$ cat src/rtl/sram_controller.sv
`default_nettype none
// ============================================================================
// Module      : sram_controller
// Description : Splits a 32-bit MEM-stage load/store into two 16-bit SRAM
//               phases (LOW half, then HIGH half), each lasting WAIT_CYCLES
//               clocks, and freezes the pipeline while the access runs.
// Ports       : clk, rst (async, active-high)
//               rd_en, wr_en, address[31:0], write_data[31:0]  - CPU request
//               read_data[31:0], ready, freeze                  - CPU response
//               sram_addr[17:0], sram_dq_out[15:0], sram_dq_oe,
//               sram_dq_in[15:0], sram_we_n                     - SRAM side
// Revision    : 1.0 - initial release
// ============================================================================
module sram_controller #(
  parameter int WAIT_CYCLES = 2   // cycles per 16-bit phase, 1..15
) (
  input  logic        clk,
  input  logic        rst,
  input  logic        rd_en,
  input  logic        wr_en,
  input  logic [31:0] address,
  input  logic [31:0] write_data,
  output logic [31:0] read_data,
  output logic        ready,
  output logic        freeze,
  output logic [17:0] sram_addr,
  output logic [15:0] sram_dq_out,
  output logic        sram_dq_oe,
  input  logic [15:0] sram_dq_in,
  output logic        sram_we_n
);

  typedef enum logic [1:0] {
    S_IDLE = 2'd0,
    S_LOW  = 2'd1,
    S_HIGH = 2'd2,
    S_DONE = 2'd3
  } state_t;

  localparam logic [3:0]  C_LAST      = 4'(WAIT_CYCLES - 1);
  // The SRAM window starts at byte 1024, i.e. word 256. Because 1024 is a
  // multiple of 4, bits [18:2] of (address - 1024) equal address[18:2] - 256
  // modulo 2^17, so only those address bits need to be kept.
  localparam logic [16:0] C_WORD_BASE = 17'd256;

  state_t      r_state;
  state_t      w_next;
  logic [3:0]  r_cnt;
  logic [3:0]  w_cnt_next;
  logic        r_is_wr;
  logic [16:0] r_word;
  logic [31:0] r_data;
  logic [16:0] w_word_off;
  logic        w_req;
  logic        w_last;
  logic        w_unused;

  assign w_req      = rd_en | wr_en;
  assign w_last     = (r_cnt == C_LAST);
  assign w_word_off = r_word - C_WORD_BASE;
  assign w_unused   = ^{address[31:19], address[1:0]};

  // State, phase counter and request latch
  always_ff @(posedge clk or posedge rst) begin
    if (rst) begin
      r_state <= S_IDLE;
      r_cnt   <= 4'd0;
      r_is_wr <= 1'b0;
      r_word  <= 17'd0;
      r_data  <= 32'd0;
    end else begin
      r_state <= w_next;
      r_cnt   <= w_cnt_next;
      if (r_state == S_IDLE && w_req) begin
        r_is_wr <= wr_en;
        r_word  <= address[18:2];
        r_data  <= write_data;
      end
    end
  end

  // Read capture on the final cycle of each phase, when the SRAM data has
  // had the full wait time to settle.
  always_ff @(posedge clk or posedge rst) begin
    if (rst) begin
      read_data <= 32'd0;
    end else if (!r_is_wr && w_last) begin
      if (r_state == S_LOW) begin
        read_data[15:0] <= sram_dq_in;
      end else if (r_state == S_HIGH) begin
        read_data[31:16] <= sram_dq_in;
      end
    end
  end

  // Next state and SRAM-side outputs
  always_comb begin
    w_next      = r_state;
    w_cnt_next  = r_cnt + 4'd1;
    ready       = 1'b0;
    sram_addr   = 18'd0;
    sram_dq_out = 16'd0;
    sram_dq_oe  = 1'b0;
    sram_we_n   = 1'b1;
    case (r_state)
      S_IDLE: begin
        ready      = ~w_req;
        w_cnt_next = 4'd0;
        if (w_req) begin
          w_next = S_LOW;
        end
      end
      S_LOW: begin
        sram_addr = {w_word_off, 1'b0};
        if (r_is_wr) begin
          sram_dq_out = r_data[15:0];
          sram_dq_oe  = 1'b1;
          sram_we_n   = 1'b0;
        end
        if (w_last) begin
          w_next     = S_HIGH;
          w_cnt_next = 4'd0;
        end
      end
      S_HIGH: begin
        sram_addr = {w_word_off, 1'b1};
        if (r_is_wr) begin
          sram_dq_out = r_data[31:16];
          sram_dq_oe  = 1'b1;
          sram_we_n   = 1'b0;
        end
        if (w_last) begin
          w_next     = S_DONE;
          w_cnt_next = 4'd0;
        end
      end
      S_DONE: begin
        ready      = 1'b1;
        w_next     = S_IDLE;
        w_cnt_next = 4'd0;
      end
      default: begin
        w_next     = S_IDLE;
        w_cnt_next = 4'd0;
      end
    endcase
  end

  assign freeze = w_req & ~ready;

endmodule
`default_nettype wire

$ cat config.mk
export PLATFORM = sky130hd
export DESIGN_NAME = sram_controller
export DESIGN_NICKNAME = d
export VERILOG_FILES = /design/src/rtl/sram_controller.sv
export SDC_FILE = /design/constraint.sdc
export NUM_CORES = 1
export LEC_CHECK = 0
export BUFFER_PORTS_ARGS = -buffer_cell sky130_fd_sc_hd__buf_2
export CELL_PAD_IN_SITES_DETAIL_PLACEMENT = 0
export CELL_PAD_IN_SITES_GLOBAL_PLACEMENT = 1
export CORE_MARGIN = 2
export CORE_UTILIZATION = 30
export DETAILED_ROUTE_END_ITERATION = 16
export PLACE_DENSITY_LB_ADDON = 0.1
export SETUP_SLACK_MARGIN = 0.2
export SLEW_MARGIN = 20
export SYNTH_ARGS = -nofsm -noshare
export SYNTH_HDL_FRONTEND = slang
export SYNTH_SLANG_ARGS = --single-unit
$ cat constraint.sdc
create_clock -name clk -period 3.57 [get_ports clk]
set_clock_uncertainty 0.05 [all_clocks]
set_input_delay 0.714 -clock clk [delete_from_list [all_inputs] [get_ports clk]]
set_output_delay 0.714 -clock clk [all_outputs]
set_load 0.02 [all_outputs]
==> results of run 1 <==
[power groups by stage]
stage               logic [mW]  clock network, mW  registers [mW]
floorplan                 1.44                  0            1.98
global placement          2.35                  0            1.79
detailed placement        2.36                  0            1.81
CTS                       2.37              0.997            1.79
global route              2.53               1.05            1.85
finish                    2.32              0.956            1.78
[registers in the layout, indices dropped and copies added (netlist names)]
name and flops:
r_word 17, r_data 32, r_state 2, r_cnt 4, read_data 32, r_is_wr 1
[worst paths after layout]
check                                               start                   endpoint
min in group asynchronous                             rst  read_data[13]$_DFFE_PP0P_
worst min-delay path            read_data[24]$_DFFE_PP0P_  read_data[24]$_DFFE_PP0P_
worst max-delay path                r_word[8]$_DFFE_PP0P_              sram_addr[17]
worst min register to register  read_data[24]$_DFFE_PP0P_  read_data[24]$_DFFE_PP0P_
worst max register to register     r_state[0]$_DFFE_PP0P_  read_data[25]$_DFFE_PP0P_
max in group asynchronous                             rst     r_state[0]$_DFFE_PP0P_
[metrics by stage]
stage                     power, mW  setup WS (ns)  cells
after floorplan                3.42          0.527    294
after CTS                      5.15          0.417    611
after global routing           5.43          0.272    611
after global placement         4.14          0.800    595
final                          5.05          0.499    611
after detailed placement       4.17          0.796    595
[worst register-to-register path, cell delays in order (launching register included)]
cell and delay (ns):
dfrtp_1 0.40, inv_1 0.11, ha_1 0.48, nand3_2 0.52, mux2_1 0.48
[final cells by class]
class,instances,area [um2]
Timing Repair Buffer,142,733
Clock inverter,6,67.6
Clock buffer,10,239
Multi-Input combinational cell,185,1590
Tap cell,172,215
Fill cell,1310,7540
Inverter,8,31.3
Sequential cell,88,2200
[layer usage]
metal  up-vias  track usage, %  part of all wire (%)
li1       1320               -                     -
met1      1344            16.1                    43
met2        81            21.8                    48
met3         4            6.64                   7.9
met4         0            3.61                  0.81
met5         -               0                     0
[cell families after synthesis]
logic type	count (synthesis)
compound gates	33
xor+xnor	3
fa+ha+maj	7
buf+inv	21
flops	88
mux	82
simple gates	60
[layout by cell type (no fill, tap or decap), types with 2 or more instances in the layout]
master and n:
mux2_2 66, clkinv_2 2, a21oi_1 5, or4_1 2, inv_1 7, buf_4 3
ha_1 7, dfrtp_1 88, o31ai_1 3, or3_1 4, buf_2 138, nand2_1 5
clkbuf_16 9, o21ai_0 2, clkinvlp_4 2, nand2b_1 3, and2_1 9, xnor2_1 3
nor2_1 28, a22oi_1 16, mux2_1 16
==> flow_metrics.py, run 1 <==
metrics = {
    "cts": {
        "path_clk_slew_ns": 0.06,
        "cts_hold_buffers": 0,
        "clk-insertion-delay-late_ns": 0.34,
        "cts_sinks": 88,
        "cts_made_buffers": 9,
        "postCtsSetupBuffers": 0,
        "cts_tree": "yes",
        "ctsResizeCount": 0,
        "cts_root_buf": "clkbuf_16",
        "clock_path_buffers": 2,
        "ctsHtreeMaxLevel": 3,
    },
    "setup_path": {
        "cp.depth": 6,
        "cp_num_buf_inv": 2,
        "critPathArrivalTime_ns": 2.31,
        "critPathSlowestCell": "or4b_4",
        "critPathTopFamily": "simple AND/OR/NAND/NOR gates",
        "end_kind": "output pin",
        "required_ns": 2.81,
        "r2r_setup_slack_ns": 1.41,
        "worstRegToRegCells": 4,
        "critical_path_peak_fanout": 7,
        "critical_path_class": "reg2out",
        "slowest_delay_ns": 0.51,
        "startpoint_type": "flip-flop",
        "crit_chain": "inv_1 > ha_1 > or4b_4 > or3_1 > a21oi_1 > buf_2",
    },
    "timing": {
        "worst_pin_slew_ns": 0.916,
        "max_freq_ghz": 0.326,
        "relSlewSlack_pct": 38.9,
        "hold_viol_final": 0,
        "hold_ws_ns": 0.431,
        "setup_violations": 0,
        "min_period_over_period_pct": 86.0,
        "fin_tns_setup_ns": 0,
        "rsz0062_at_grt": "false",
        "finalCriticalPeriod_ns": 3.07,
        "maxSlewViolCount": 0,
    },
    "layout": {
        "insertedDiodeCount": 0,
        "nNetsFinal": 525,
        "fin_area_um2": 5080,
        "final_util_pct": 40.3,
        "drive_gt1_share_pct": 52.6,
        "area_growth_pct": 31.2,
    },
    "grt": {
        "antenna_found_initial": 0,
        "grt_pass1_wl_um": 14700,
        "grt_max_degree": 53,
        "grt_usage_pct": 13.5,
        "grt_pass1_vias": 2806,
        "grt_overflow": 0,
    },
    "yosys": {
        "synthXorXnorAreaFrac_pct": 0.679,
        "synth_most_common_cell": "dfrtp_1",
        "yosysTopAreaCell": "dfrtp_1",
        "syn_nets": 385,
        "synthAdderAreaFrac_pct": 2.26,
        "syn_area_um2": 3870,
        "ys_seq_elements": 88,
        "synth_compound_gate_area_share_pct": 5.82,
        "synthArstFlopShare_pct": 100,
        "ys_seq_area_share_pct": 56.9,
        "avgSynthCellArea_um2": 13.2,
        "synth_top_family_by_area": "multiplexers",
        "synth_area_leaders": "dfrtp_1 57%, mux2_2 19%, mux2_1 4.7%",
        "muxShareOfSynthArea_pct": 23.8,
        "synth_top_cell_area_share_pct": 56.9,
        "synth_edf_count": 0,
        "synth_common_cells": "88 x dfrtp_1, 66 x mux2_2, 28 x nor2_1",
        "ys_types": 34,
        "yosys.area_share.simple_pct": 8.27,
        "yosysWarnings": 0,
        "synth_cells": 294,
        "synthFlopType": "dfrtp_1",
    },
    "pwr": {
        "power_leakage_nw": 2.41,
        "power.density_nw_per_um2": 995,
        "p_seq_share_pct": 35.3,
        "p_int_mw": 3.08,
        "switching_share_pct": 39.1,
        "p_switching_mw": 1.98,
        "clkPwrFrac_pct": 18.9,
        "comb_power_share_pct": 45.8,
        "ir_drop_mv": 0.471,
    },
    "placed_design": {
        "dp_hpwl_um": 6260,
        "finalWeightedCongestion": 0.711,
        "post_dp_cell_area_um2": 4780,
        "io_buffers": 138,
    },
    "route": {
        "drt-total-wl_um": 8990,
        "routed_via_density": 4.50,
        "first_iter_violations": 61,
        "antenna_left": 0,
        "post-route-drc-count": 0,
        "wire_per_inst_um": 14.7,
        "dr.pass1.iters": 6,
        "vias": 2749,
    },
    "floorplanning": {
        "core_um2": 12600,
        "num_rows": 41,
        "die_w_um": 118,
        "ios": 154,
        "initial_core_util_pct": 30.7,
        "dieArea_um2": 13800,
        "die_h_um": 118,
    },
    "min_path": {
        "hold_path_depth": 1,
        "hp-class": "reg2reg",
    },
    "outcome": {
        "status": "finished, final reports clean",
    },
    "flow_run": {
        "drv_cap": 0,
    },
}
Power figures use the tool's default switching activity.
==> run 2: changes to the inputs <==
--- a/config.mk
+++ b/config.mk
@@ -5,6 +5,7 @@
 export SDC_FILE = /design/constraint.sdc
 export NUM_CORES = 1
 export LEC_CHECK = 0
+export ABC_AREA = 1
 export BUFFER_PORTS_ARGS = -buffer_cell sky130_fd_sc_hd__buf_2
 export CELL_PAD_IN_SITES_DETAIL_PLACEMENT = 0
 export CELL_PAD_IN_SITES_GLOBAL_PLACEMENT = 1
@@ -12,6 +13,7 @@
 export CORE_UTILIZATION = 30
 export DETAILED_ROUTE_END_ITERATION = 16
 export PLACE_DENSITY_LB_ADDON = 0.1
+export REMOVE_ABC_BUFFERS = 1
 export SETUP_SLACK_MARGIN = 0.2
 export SLEW_MARGIN = 20
 export SYNTH_ARGS = -nofsm -noshare
==> flow_metrics.py, run 2 <==
metrics = {
    "outcome": {
        "status": "finished, final reports clean",
    },
    "placed_design": {
        "dp_hpwl_um": 7020,
        "io_buffers": 138,
        "place_ws_ns": 0.972,
        "finalWeightedCongestion": 0.715,
    },
    "yosys": {
        "synth_cells": 501,
        "synth_area_leaders": "dfrtp_1 54%, nand2_1 22%, nand3_1 4.9%",
        "avgSynthCellArea_um2": 8.10,
        "synth_common_cells": "233 x nand2_1, 88 x dfrtp_1, 40 x nand3_1",
        "syn_area_um2": 4060,
        "ys_types": 22,
        "synthArstFlopShare_pct": 100,
        "ys_seq_elements": 88,
        "synth_top_cell_area_share_pct": 54.3,
        "synth_edf_count": 0,
        "yosysTopAreaCell": "dfrtp_1",
        "synthFlopType": "dfrtp_1",
        "yosysWarnings": 0,
        "ys_seq_area_share_pct": 54.3,
        "synth_most_common_cell": "nand2_1",
    },
    "grt": {
        "grt_usage_pct": 15.7,
        "grt_pass1_vias": 3563,
        "grt_max_degree": 66,
        "grt_overflow": 0,
        "antenna_found_initial": 0,
        "grt_pass1_wl_um": 17700,
    },
    "layout": {
        "insertedDiodeCount": 0,
        "nNetsFinal": 723,
        "layout_commonest_cell": "nand2_1",
        "mostFrequentLayoutCells": "233 x nand2_1, 138 x buf_2, 88 x dfrtp_1, 40 x nand3_1",
        "drive_gt1_share_pct": 27.2,
        "area_growth_pct": 26.4,
        "reg_top3": "r_data: 32 flops, read_data: 32 flops, r_word: 17 flops",
    },
    "cts": {
        "clk-insertion-delay-late_ns": 0.34,
        "cts_sinks": 88,
        "cts_made_buffers": 9,
        "cts_hold_buffers": 0,
        "cts_root_buf": "clkbuf_16",
        "ctsHtreeMaxLevel": 3,
        "postCtsSetupBuffers": 0,
        "cts_tree": "yes",
        "clock_path_buffers": 2,
        "path_clk_slew_ns": 0.07,
        "ctsResizeCount": 0,
    },
    "setup_path": {
        "critPathArrivalTime_ns": 2.16,
        "startpoint_type": "flip-flop",
        "required_ns": 2.81,
        "critical_path_peak_fanout": 20,
        "r2r_setup_slack_ns": 1.60,
        "critical_path_class": "reg2out",
        "end_kind": "output pin",
    },
    "timing": {
        "setup_violations": 0,
        "worst_pin_slew_ns": 0.668,
        "fin_tns_setup_ns": 0,
        "setup_ws_ns": 0.641,
        "finalCriticalPeriod_ns": 2.93,
        "hold_viol_final": 0,
        "hold_ws_ns": 0.416,
        "max_freq_ghz": 0.341,
        "maxSlewViolCount": 0,
        "relSlewSlack_pct": 55.5,
        "min_period_over_period_pct": 82.0,
        "rsz0062_at_grt": "false",
    },
    "floorplanning": {
        "num_rows": 42,
        "ios": 154,
        "die_w_um": 120,
        "dieArea_um2": 14500,
        "core_um2": 13200,
        "initial_core_util_pct": 30.6,
        "die_h_um": 120,
    },
    "route": {
        "dr.pass1.iters": 4,
        "drt-total-wl_um": 10700,
        "antenna_left": 0,
        "first_iter_violations": 160,
        "post-route-drc-count": 0,
        "wire_per_inst_um": 13.2,
        "vias": 3583,
        "routed_via_density": 4.41,
    },
    "pwr": {
        "power.density_nw_per_um2": 972,
        "ir_drop_mv": 0.256,
        "power_leakage_nw": 2.82,
    },
    "flow_run": {
        "drv_cap": 0,
    },
    "min_path": {
        "hp-class": "reg2reg",
    },
}
[run 2: changes by cell type after synthesis, sizes merged, moves of 9 or more]
cell	before	now
a21oi	5	22
a22oi	16	0
and2	9	0
buf	8	21
inv	8	29
mux2	82	0
nand2	5	237
nand3	2	40
o21ai	4	22
[run 2: metrics by stage]
step,power (mW),util (%),cells,cell area (um2)
2_1_floorplan,3.32,-,477,3890
3_3_place_gp,4.14,36.7,797,4860
3_5_place_dp,4.17,36.7,797,4860
4_1_cts,5.09,38.7,813,5130
5_1_grt,5.47,38.7,813,5130
6_report,4.99,38.7,813,5130
[run 2: cell type report]
type / instances / area [um2]
Clock buffer: 10 / 229
Clock inverter: 6 / 45.0
Multi-Input combinational cell: 360 / 1590
Sequential cell: 88 / 2200
Tap cell: 176 / 220
Fill cell: 1488 / 8110
Timing Repair Buffer: 144 / 736
Inverter: 29 / 111
[run 2: final timing paths]
check                      cells past startpoint                   endpoint                      start
max in group asynchronous                      3      r_data[9]$_DFFE_PP0P_                        rst
max reg2reg                                    8  read_data[19]$_DFFE_PP0P_     r_state[0]$_DFFE_PP0P_
min reg2reg                                    2  read_data[16]$_DFFE_PP0P_  read_data[16]$_DFFE_PP0P_
min in group asynchronous                      2      r_word[4]$_DFFE_PP0P_                        rst
max                                            9              sram_addr[13]     r_state[0]$_DFFE_PP0P_
min                                            2  read_data[16]$_DFFE_PP0P_  read_data[16]$_DFFE_PP0P_
[run 2: worst max-delay path, cell delays in order, from the launching register on]
cell,delay (ns)
dfrtp_1,0.42
inv_1,0.10
ha_1,0.16
buf_4,0.27
o21ai_1,0.11
buf_4,0.19
inv_1,0.17
o21ai_1,0.09
a21oi_1,0.13
buf_2,0.18
[run 2: cells by family after synthesis]
kind of cell    Yosys count  share of synthesized area [%]
simple gates            307                           30.9
flops                    88                           54.3
buf+inv                  53                           6.81
compound gates           44                           5.43
fa+ha+maj                 7                           2.16
xor+xnor                  2                          0.432
[run 2: routing by layer]
metal | up-vias | part of all wire, % | global-route usage [%]
li1 | 1813 | - | -
met1 | 1664 | 45 | 20.1
met2 | 95 | 47 | 25.2
met3 | 11 | 7.1 | 4.25
met4 | 0 | 1.7 | 6.10
met5 | - | 0 | 0
[run 2: power breakdown]
group          leakage, nW  switching (mW)  internal, mW
clock network        0.125           0.412         0.475
registers             1.07           0.250          1.49
logic                 1.62            1.65         0.717
total                 2.82            2.31          2.68
==> run 3: changes to the inputs <==
==> constraint.sdc (replaced) <==
create_clock -name clk -period 2.99 [get_ports clk]
set_clock_uncertainty 0.05 [all_clocks]
set_input_delay 0.598 -clock clk [delete_from_list [all_inputs] [get_ports clk]]
set_output_delay 0.598 -clock clk [all_outputs]
set_load 0.02 [all_outputs]
==> flow_metrics.py, run 3 (same netlist as run 2, synthesis figures left out) <==
metrics = {
    "route": {
        "vias": 3596,
        "dr.pass1.iters": 4,
        "post-route-drc-count": 0,
        "first_iter_violations": 183,
        "antenna_left": 0,
        "drt-total-wl_um": 10600,
        "routed_via_density": 4.42,
        "wire_per_inst_um": 13.1,
    },
    "setup_path": {
        "rr_startpoint": "r_state[0]$_DFFE_PP0P_",
        "critPathArrivalTime_ns": 1.98,
        "end_kind": "output pin",
        "critical_path_class": "reg2out",
        "r2r-end": "read_data[21]$_DFFE_PP0P_",
        "startpoint_type": "flip-flop",
        "r2r_setup_slack_ns": 1.00,
        "worstRegToRegCells": 8,
        "required_ns": 2.34,
        "critical_path_peak_fanout": 18,
    },
    "cts": {
        "cts_tree": "yes",
        "clk-insertion-delay-late_ns": 0.34,
        "path_clk_slew_ns": 0.06,
        "cts_hold_buffers": 0,
        "clock_path_buffers": 2,
        "cts_made_buffers": 9,
        "cts_root_buf": "clkbuf_16",
        "postCtsSetupBuffers": 0,
        "cts_sinks": 88,
        "ctsHtreeMaxLevel": 3,
    },
    "floorplanning": {
        "dieArea_um2": 14500,
        "die_w_um": 120,
        "core_um2": 13200,
        "num_rows": 42,
        "ios": 154,
        "die_h_um": 120,
        "initial_core_util_pct": 30.6,
    },
    "pwr": {
        "p_seq_share_pct": 33.6,
        "comb_power_share_pct": 46.1,
        "power_leakage_nw": 2.87,
        "p_switching_mw": 2.75,
        "p_int_mw": 3.42,
        "power.density_nw_per_um2": 1190,
        "switching_share_pct": 44.5,
        "clkPwrFrac_pct": 20.3,
        "ir_drop_mv": 0.529,
    },
    "layout": {
        "layout.cells.non_filler": 813,
        "area_growth_pct": 28.2,
        "mostFrequentLayoutCells": "233 x nand2_1, 138 x buf_2, 88 x dfrtp_1, 40 x nand3_1, 25 x nor2_1",
        "reg_top3": "r_data: 32 flops, read_data: 32 flops, r_word: 17 flops",
        "insertedDiodeCount": 0,
        "nNetsFinal": 723,
        "layout_commonest_cell": "nand2_1",
        "drive_gt1_share_pct": 27.5,
    },
    "placed_design": {
        "dp_hpwl_um": 6880,
        "dpl.cell_count": 797,
        "io_buffers": 138,
        "finalWeightedCongestion": 0.716,
    },
    "grt": {
        "grt_pass1_vias": 3474,
        "grt_overflow": 0,
        "grt_pass1_wl_um": 17500,
        "grt_usage_pct": 15.4,
        "grt_max_degree": 89,
        "antenna_found_initial": 0,
    },
    "timing": {
        "maxSlewViolCount": 0,
        "hold_ws_ns": 0.317,
        "max_freq_ghz": 0.380,
        "finalCriticalPeriod_ns": 2.63,
        "min_period_over_period_pct": 87.9,
        "setup_violations": 0,
        "worst_pin_slew_ns": 0.640,
        "fin_tns_setup_ns": 0,
        "rsz0062_at_grt": "false",
        "relSlewSlack_pct": 57.3,
        "hold_viol_final": 0,
    },
    "min_path": {
        "hp-class": "in2async",
    },
    "outcome": {
        "status": "finished, final reports clean",
    },
    "flow_run": {
        "drv_cap": 0,
    },
}
-- run 3: cell types whose count changed in the layout (fill, tap and decap cells not counted) --
cell        delta
clkinvlp_4     -3
inv_6          -1
clkbuf_8       +2
buf_4          -1
clkinv_2       +1
bufinv_16      +2
inv_2          +1
inv_1          -1
clkbuf_1       -1
buf_12         +1
-- run 3: final cells by class --
| cell class | count | area [um2] |
|---|---|---|
| fill | 1488 | 8040 |
| inverter | 29 | 111 |
| clock buffer | 11 | 253 |
| multi-input combinational | 360 | 1590 |
| sequential | 88 | 2200 |
| clock inverter | 5 | 78.8 |
| tap | 176 | 220 |
| timing repair buffer | 144 | 748 |
-- run 3: layer usage --
| metal | global-route usage, % | up-vias | share of wire (%) |
|---|---|---|---|
| met3 | 3.63 | 11 | 6.2 |
| met5 | 0 | - | 0 |
| met1 | 20.6 | 1667 | 47 |
| met2 | 24.3 | 99 | 45 |
| li1 | - | 1819 | - |
| met4 | 6.10 | 0 | 1.6 |
-- run 3: worst max-delay path by stage --
stage | start | endpoint | slack [ns]
2_1_floorplan | rst | r_cnt[0]$_DFF_PP0_ | 0.06
3_3_place_gp | r_state[0]$_DFFE_PP0P_ | sram_dq_out[4] | 0.70
3_5_place_dp | r_state[0]$_DFFE_PP0P_ | sram_dq_out[4] | 0.67
4_1_cts | r_state[0]$_DFFE_PP0P_ | sram_dq_out[4] | 0.29
5_1_grt | r_state[0]$_DFFE_PP0P_ | sram_dq_out[4] | 0.21
6_report | r_state[0]$_DFFE_PP0P_ | sram_dq_out[4] | 0.36
-- run 3: metrics by stage --
| step | util, % | instance area, um2 | worst slack (ns) | power [mW] |
|---|---|---|---|---|
| 2_1_floorplan | - | 3890 | 0.0634 | 3.97 |
| 3_3_place_gp | 36.8 | 4870 | 0.695 | 4.95 |
| 3_5_place_dp | 36.8 | 4870 | 0.673 | 5.00 |
| 4_1_cts | 39.3 | 5200 | 0.289 | 6.29 |
| 5_1_grt | 39.3 | 5200 | 0.211 | 6.73 |
| 6_report | 39.3 | 5200 | 0.361 | 6.17 |
-- run 3: worst max-delay path: stages, from the launching register on --
cell,delay [ns]
dfrtp_1,0.41
inv_1,0.08
ha_1,0.39
nand2_2,0.30
a21oi_1,0.25
buf_2,0.20
-- run 3: what timing repair did --
action | 4_1_cts | 5_1_grt
gates resized for setup | 0 | 1
endpoints found under the setup margin | 0 | 2
endpoints found under the hold margin | 0 | 0
-- run 3: power by group through the flow --
stage               registers (mW)  clock network (mW)  logic [mW]
detailed placement            2.09                   0        2.91
global route                  2.15                1.35        3.23
finish                        2.07                1.25        2.84
global placement              2.08                   0        2.87
floorplan                     2.33                   0        1.64
CTS                           2.08                1.30        2.91
